[src/rtl/awg_pkg.sv]
// Shared AWG constants: packer state encoding and default sizing.
package awg_pkg;

    typedef enum logic [1:0] {
        ST_IDLE  = 2'd0,
        ST_RUN   = 2'd1,
        ST_DRAIN = 2'd2
    } state_t;

    localparam int unsigned LP_DATA_WIDE_DEF = 8;
    localparam int unsigned LP_LANES_DEF     = 4;
    localparam int unsigned LP_UFLOW_W_DEF   = 16;

endpackage

[src/rtl/fifo_rd_packer_if.sv]
// FIFO read port plus packed-word valid/ready stream; master = packer view.
interface fifo_rd_packer_if
    import awg_pkg::*;
#(
    parameter int P_DATA_WIDE = LP_DATA_WIDE_DEF,
    parameter int P_LANES     = LP_LANES_DEF
);
    logic                           fifo_empty;
    logic [P_DATA_WIDE-1:0]         fifo_dout;
    logic                           fifo_rd_en;
    logic                           m_valid;
    logic                           m_ready;
    logic [P_DATA_WIDE*P_LANES-1:0] m_data;

    modport master (
        input  fifo_empty, fifo_dout, m_ready,
        output fifo_rd_en, m_valid, m_data
    );

    modport slave (
        output fifo_empty, fifo_dout, m_ready,
        input  fifo_rd_en, m_valid, m_data
    );
endinterface

[src/rtl/fifo_rd_packer_oreg.sv]
// Packed-word output register; a new load wins over clearing on accept.
module fifo_rd_packer_oreg
    import awg_pkg::*;
#(
    parameter int P_W = 32
) (
    input  logic           clk,
    input  logic           rst,
    input  logic           i_load,
    input  logic [P_W-1:0] i_data,
    input  logic           i_ready,
    output logic           o_valid,
    output logic [P_W-1:0] o_data
);
    logic           r_valid;
    logic [P_W-1:0] r_data;

    always_ff @(posedge clk) begin
        if (rst) begin
            r_valid <= 1'b0;
            r_data  <= '0;
        end else if (i_load) begin
            r_valid <= 1'b1;
            r_data  <= i_data;
        end else if (r_valid && i_ready) begin
            r_valid <= 1'b0;
        end
    end

    assign o_valid = r_valid;
    assign o_data  = r_data;
endmodule

[src/rtl/fifo_rd_packer.sv]
// Packs P_LANES FIFO samples (lane 0 oldest, at LSBs) into one output word.
// Underflow counting is built only when FIFO_RD_PACKER_UFLOW_EN is defined.
module fifo_rd_packer
    import awg_pkg::*;
#(
    parameter int P_DATA_WIDE = LP_DATA_WIDE_DEF,
    parameter int P_LANES     = LP_LANES_DEF,
    parameter int P_UFLOW_W   = LP_UFLOW_W_DEF
) (
    input  logic                 rd_clk,
    input  logic                 rst,
    input  logic                 i_en,
    fifo_rd_packer_if.master     bus,
    output logic                 o_busy,
    output logic [P_UFLOW_W-1:0] o_uflow_cnt,
    output logic                 o_uflow_flag
);
    // state    | meaning
    // ST_IDLE  | no pops; waits for en
    // ST_RUN   | pops samples into the accumulator, loads full words
    // ST_DRAIN | no pops; flushes the zero-padded partial word, then IDLE

    localparam int LW = $clog2(P_LANES);

    state_t                               r_state, w_state_nxt;
    logic [LW-1:0]                        r_lane_cnt, w_lane_nxt;
    logic [P_LANES-1:0][P_DATA_WIDE-1:0]  r_acc, w_fill;
    logic [P_DATA_WIDE*P_LANES-1:0]       w_load_data;
    logic                                 w_last, w_slot_ok, w_pop, w_load;

    assign w_last    = (r_lane_cnt == LW'(P_LANES-1));
    assign w_slot_ok = !w_last || !bus.m_valid || bus.m_ready;
    // A reset cycle must not consume a sample the FIFO would then lose.
    assign w_pop     = !rst && (r_state == ST_RUN) && !bus.fifo_empty && w_slot_ok;
    assign bus.fifo_rd_en = w_pop;
    assign o_busy    = (r_state != ST_IDLE);
    assign w_load_data = w_fill;

    always_comb begin
        w_state_nxt = r_state;
        w_lane_nxt  = r_lane_cnt;
        w_fill      = r_acc;
        w_load      = 1'b0;
        if (w_pop) begin
            w_fill[r_lane_cnt] = bus.fifo_dout;
            w_lane_nxt         = w_last ? '0 : r_lane_cnt + LW'(1);
            w_load             = w_last;
        end
        case (r_state)
            ST_IDLE: if (i_en) w_state_nxt = ST_RUN;
            // Decide on the post-pop lane count so a word completed this cycle is not redrained.
            ST_RUN: if (!i_en) w_state_nxt = (w_lane_nxt == '0) ? ST_IDLE : ST_DRAIN;
            ST_DRAIN: begin
                if (!bus.m_valid || bus.m_ready) begin
                    for (int i = 0; i < P_LANES; i++) begin
                        if (i >= int'(r_lane_cnt)) w_fill[i] = '0;
                    end
                    w_load      = 1'b1;
                    w_lane_nxt  = '0;
                    w_state_nxt = ST_IDLE;
                end
            end
            default: w_state_nxt = ST_IDLE;
        endcase
    end

    always_ff @(posedge rd_clk) begin
        if (rst) begin
            r_state    <= ST_IDLE;
            r_lane_cnt <= '0;
            r_acc      <= '0;
        end else begin
            r_state    <= w_state_nxt;
            r_lane_cnt <= w_lane_nxt;
            r_acc      <= w_fill;
        end
    end

    fifo_rd_packer_oreg #(.P_W(P_DATA_WIDE*P_LANES)) u_oreg (
        .clk     (rd_clk),
        .rst     (rst),
        .i_load  (w_load),
        .i_data  (w_load_data),
        .i_ready (bus.m_ready),
        .o_valid (bus.m_valid),
        .o_data  (bus.m_data)
    );

`ifdef FIFO_RD_PACKER_UFLOW_EN
    logic                 r_primed;
    logic [P_UFLOW_W-1:0] r_uflow_cnt;
    logic                 r_uflow_flag;
    logic                 w_uflow;

    assign w_uflow = (r_state == ST_RUN) && r_primed && bus.m_ready && !bus.m_valid;

    always_ff @(posedge rd_clk) begin
        if (rst) begin
            r_primed     <= 1'b0;
            r_uflow_cnt  <= '0;
            r_uflow_flag <= 1'b0;
        end else begin
            if (w_state_nxt == ST_IDLE && r_state != ST_IDLE) r_primed <= 1'b0;
            else if (w_load)                                   r_primed <= 1'b1;
            if (w_uflow) begin
                r_uflow_flag <= 1'b1;
                if (r_uflow_cnt != '1) r_uflow_cnt <= r_uflow_cnt + P_UFLOW_W'(1);
            end
        end
    end

    assign o_uflow_cnt  = r_uflow_cnt;
    assign o_uflow_flag = r_uflow_flag;
`else
    assign o_uflow_cnt  = '0;
    assign o_uflow_flag = 1'b0;
`endif
endmodule

[src/flat_wrapper.sv]
// flat-port wrapper written by rule: the top's interface ports become plain ports
module fifo_rd_packer_flat import awg_pkg::*;
#(
    parameter int P_DATA_WIDE = LP_DATA_WIDE_DEF,
    parameter int P_LANES     = LP_LANES_DEF,
    parameter int P_UFLOW_W   = LP_UFLOW_W_DEF
)
  (rd_clk, rst, i_en, o_busy, o_uflow_cnt, o_uflow_flag, bus_fifo_empty, bus_fifo_dout, bus_m_ready, bus_fifo_rd_en, bus_m_valid, bus_m_data);
  fifo_rd_packer_if #(.P_DATA_WIDE(P_DATA_WIDE), .P_LANES(P_LANES)) bus_i ();
  input  logic rd_clk;
  input  logic rst;
  input  logic i_en;
  output logic o_busy;
  output logic [P_UFLOW_W-1:0] o_uflow_cnt;
  output logic o_uflow_flag;
  input wire logic [$bits(bus_i.fifo_empty)-1:0] bus_fifo_empty;
  input wire logic [$bits(bus_i.fifo_dout)-1:0] bus_fifo_dout;
  input wire logic [$bits(bus_i.m_ready)-1:0] bus_m_ready;
  output wire logic [$bits(bus_i.fifo_rd_en)-1:0] bus_fifo_rd_en;
  output wire logic [$bits(bus_i.m_valid)-1:0] bus_m_valid;
  output wire logic [$bits(bus_i.m_data)-1:0] bus_m_data;
  assign bus_i.fifo_empty = bus_fifo_empty;
  assign bus_i.fifo_dout = bus_fifo_dout;
  assign bus_i.m_ready = bus_m_ready;
  assign bus_fifo_rd_en = bus_i.fifo_rd_en;
  assign bus_m_valid = bus_i.m_valid;
  assign bus_m_data = bus_i.m_data;
  fifo_rd_packer #(.P_DATA_WIDE(P_DATA_WIDE), .P_LANES(P_LANES), .P_UFLOW_W(P_UFLOW_W)) u_core (.rd_clk(rd_clk), .rst(rst), .i_en(i_en), .bus(bus_i), .o_busy(o_busy), .o_uflow_cnt(o_uflow_cnt), .o_uflow_flag(o_uflow_flag));
endmodule
[config.mk]
export PLATFORM = sky130hd
export DESIGN_NAME = fifo_rd_packer_flat
export DESIGN_NICKNAME = d
export VERILOG_FILES = /design/src/rtl/awg_pkg.sv /design/src/rtl/fifo_rd_packer_if.sv /design/src/rtl/fifo_rd_packer_oreg.sv /design/src/rtl/fifo_rd_packer.sv /design/src/flat_wrapper.sv
export SDC_FILE = /design/constraint.sdc
export NUM_CORES = 1
export LEC_CHECK = 0
export CAP_MARGIN = 20
export CORE_MARGIN = 3
export CORE_UTILIZATION = 47
export DETAILED_ROUTE_END_ITERATION = 8
export PLACE_DENSITY = 0.77
export SYNTH_ARGS = -nofsm -noshare
export SYNTH_HDL_FRONTEND = slang
export SYNTH_SLANG_ARGS = --single-unit
[constraint.sdc]
create_clock -name rd_clk -period 1.9 [get_ports rd_clk]
set_input_delay 0.285 -clock rd_clk [delete_from_list [all_inputs] [get_ports rd_clk]]
set_output_delay 0.285 -clock rd_clk [all_outputs]
set_load 0.01 [all_outputs]
==> implementation parameters <==
Parameter                              Value

Timing
  Final critical path time including I/O delays and setup    1.80 ns
  Share of the clock period used by the worst path after layout    0.948
  Post-route worst setup slack    0.0987 ns
  Number of endpoints failing setup at the final stage    0
  Worst slew slack as a fraction of its limit    0.654
  Hold violation total from the final report    0
  Final max-slew violation count    0
  Setup repair after global routing missed its margin    false
  Fmax achieved    about 0.56 GHz
  Worst Tran Pin Value    just over 0.5 ns
  Fin Clk Skew    roughly 0.0057 ns

Die
  Core region area    4880 µm²
  Y dimension of the die    78.2 µm
  Top-level I/O count    65
  Num rows    25
  Starting utilization of the core area    0.502
  Area enclosed by the die boundary    about 6100 µm²
  Horizontal die dimension    78.2 µm

Drt
  Antenna violation net count after detailed routing    0
  WL/cell    16.1 µm
  Total number of vias    approximately 2100
  Via density    between 5 and 6
  Violation count after the first detailed-route iteration    240
  Final Routed Wirelength    ~6400 µm
  First-pass iteration count of the detailed router    5
  Drc violations    0

Place
  Post-DP HPWL    4070 µm
  Count of input and output buffers    47
  Routability cong.    0.823
  Post-placement setup slack    -0.210 ns
  Placed Cells    around 380

Clock network
  Clock latency reported for the late side of the worst-skew pair    around 0.34 ns
  Clock input transition at the sequential cells of the worst setup and hold paths    0.07 ns
  Maximum root-to-sink buffer count    2
  Clock net sink count    61
  Number of buffers added by the clock tree synthesis step    9
  Clock root buffer master    clkbuf_8
  Clock tree from TritonCTS    yes
  H-tree Lvls    3

Power
  LEAKAGE    0.00141 µW
  Cell Int Power    roughly 2300 µW
  Combinational cell fraction of total power    0.050
  Switching power of the nets    625 µW
  Sw frac    0.215
  Share of total power in sequential cells    0.442
  Max IR drop VDD    0.499 mV
  Clock power share    0.508
  Cell area power density    844 nW/µm²
  Total power consumption of the routed design    2910 µW

Synth
  Commonest register cell after synthesis    dfxtp_1
  Part of the Yosys area used for sequential elements    0.499
  Share of flip-flops with an asynchronous set or reset    0
  Count of unique library cells instantiated by Yosys    35
  Mapped Avg Cell Area    9.71 µm²
  Count of flip-flops with a built-in enable after synthesis    0
  Number of standard cells after synthesis    252
  Flops & latches, synth    61
  Cell area after technology mapping    ~2400 µm²
  Count of synthesis-stage warnings from yosys    0

Global routing
  Maximum number of pins on one net before global-route repair    31
  Number of global-route vias before repair    2079
  Global-route wire length before repair    about 10000 µm
  Remaining Overflow, GRT    0
  Global router's overall resource usage    0.213
  Antenna violations before repair    0

Layout
  Final Instance Count excl. Fillers    399
  Layout cells sized above 1    0.175
  Net count of the finished layout    around 350
  # diodes    0
  Area growth, synth to finish    41.1%
  Final core occ    0.707

Worst hold path
  Hold Crit Depth    3
  Type of the worst min-delay path    primary input to flop
  Launch instance of the worst min-delay path    bus_fifo_empty
  Endpoint of the worst hold-timing path    u_core.u_oreg.o_valid

Critical path
  Nature of the critical path startpoint    flop
  R2r setup slk    0.1 ns
  RR Startpoint    u_core.r_state[1]
  Worst setup EP type    flop
  Endpoint of the most critical register-to-register path    u_core.u_oreg.o_data[16]
  Largest fanout on the critical path    16
  Worst endpoint data arrival time    a little over 2 ns
  CP Class    flop to flop
  Reg2Reg Depth    8
  Critical Path RT    2.11 ns

Run status
  Result of the run    completed

Job
  Max-capacitance violation count    0
-- worst max-delay path, cell delays in order (launching register included) --
cell	delay, ns
dfxtp_2	0.33
nor4b_4	0.30
buf_4	0.16
buf_4	0.13
and3_4	0.23
buf_4	0.12
nor2_1	0.04
buf_4	0.22
o2bb2ai_1	0.14
-- sequential cells by signal (all words and copies together), names as in the netlist --
signal / count
u_core.r_acc: 24
u_core.r_lane_cnt: 2
u_core.r_state: 2
u_core.u_oreg.o_data: 32
u_core.u_oreg.o_valid: 1
-- synth_stat cells, types with 2 or more instances --
cell type / n / area (µm²)
a21oi_1: 17 / 85.1
a22oi_1: 3 / 22.5
a311oi_1: 8 / 70.1
buf_4: 19 / 143
clkbuf_1: 7 / 26.3
dfxtp_1: 61 / 1220
ha_1: 5 / 62.6
inv_1: 4 / 15.0
mux2i_1: 17 / 170
nand2_1: 14 / 52.6
nand2b_1: 2 / 12.5
nand3_1: 18 / 90.1
nor2_1: 22 / 82.6
nor2b_1: 3 / 18.8
nor3_1: 8 / 40.0
o21ai_0: 9 / 45.0
o21ai_1: 2 / 10.0
o2bb2ai_1: 16 / 140
-- cell families after synthesis --
logic type               Yosys count  share of synthesized area
AO/OA/AOI/OAI                     58                      0.163
adder cells (fa/ha/maj)            5                     0.0256
buffers and inverters             34                     0.0849
flip-flops                        61                      0.499
multiplexers                      17                     0.0695
other                              1                    0.00153
AND/OR/NAND/NOR                   76                      0.157
-- power groups by stage --
stage / logic, µW / registers (µW) / clock network, µW
final: 146 / 1290 / 1480
after global routing: 156 / 1290 / 1540
after CTS: 143 / 1290 / 1480
after detailed placement: 140 / 1320 / 0
after global placement: 138 / 1320 / 0
after floorplan: 90.0 / 1320 / 0
-- cell type report --
class / instances / area [µm²]
clock inverters: 5 / 106
flip-flops and latches: 61 / 1230
repair buffers: 77 / 757
multi-input cells: 173 / 1110
well taps: 67 / 83.8
fillers: 380 / 1430
clock buffers: 11 / 151
inverters: 5 / 18.8
-- metrics by stage --
| stage | hold slack, ns | instance area (µm²) | setup TNS (ns) |
|---|---|---|---|
| 3_3_place_gp | 0.448 | 3070 | -5.41 |
| 3_5_place_dp | 0.446 | 3070 | -7.23 |
| 4_1_cts | 0.473 | 3360 | -0.00153 |
| 2_1_floorplan | 0.421 | 2510 | 0 |
| 6_report | 0.442 | 3450 | 0 |
| 5_1_grt | 0.469 | 3450 | 0 |
-- timing repair --
action                                 4_1_cts  5_1_grt
gates cloned                                 0        1
resized for setup                            4       11
buffers inserted                             3        4
endpoints found under the hold margin        0        0
hold buffers                                 0        0
setup endpoints to repair                    1       54
pin swaps                                    3        3
-- routing by layer --
layer	up-vias	GRT usage	share of wire
met5	-	0	0
met4	0	0.124	0.022
met3	14	0.0516	0.071
met2	108	0.329	0.47
met1	999	0.269	0.43
li1	1019	-	-
-- layout by cell type (no fill, tap or decap), types with 2 or more instances in the layout --
cell type and n:
dfxtp_1 58, clkdlybuf4s50_1 43, buf_4 26, nor2_1 22, nand3_1 18, a21oi_1 17
conb_1 17, mux2i_1 16, o2bb2ai_1 16, nand2_1 14, clkbuf_8 11, o21ai_0 8
nor3_1 8, a311oi_1 8, inv_1 4, ha_1 4, nor2b_1 3, o21ai_1 3
bufinv_16 3, dlymetal6s2s_1 3, buf_12 3, nand2b_1 2, a22oi_1 2, dfxtp_2 2
-- worst max-delay path by stage --
stage                                    start                  endpoint  cells past startpoint
after global routing         u_core.r_state[1]   u_core.u_oreg.o_data[3]                      7
after detailed placement                   rst  u_core.u_oreg.o_data[14]                      7
after global placement                     rst   u_core.u_oreg.o_data[7]                      7
final                        u_core.r_state[1]  u_core.u_oreg.o_data[16]                      8
after CTS                                  rst   u_core.u_oreg.o_data[3]                      9
after floorplan           u_core.r_lane_cnt[0]   u_core.u_oreg.o_data[7]                      5
No activity file was read; power rests on OpenSTA's default activity.
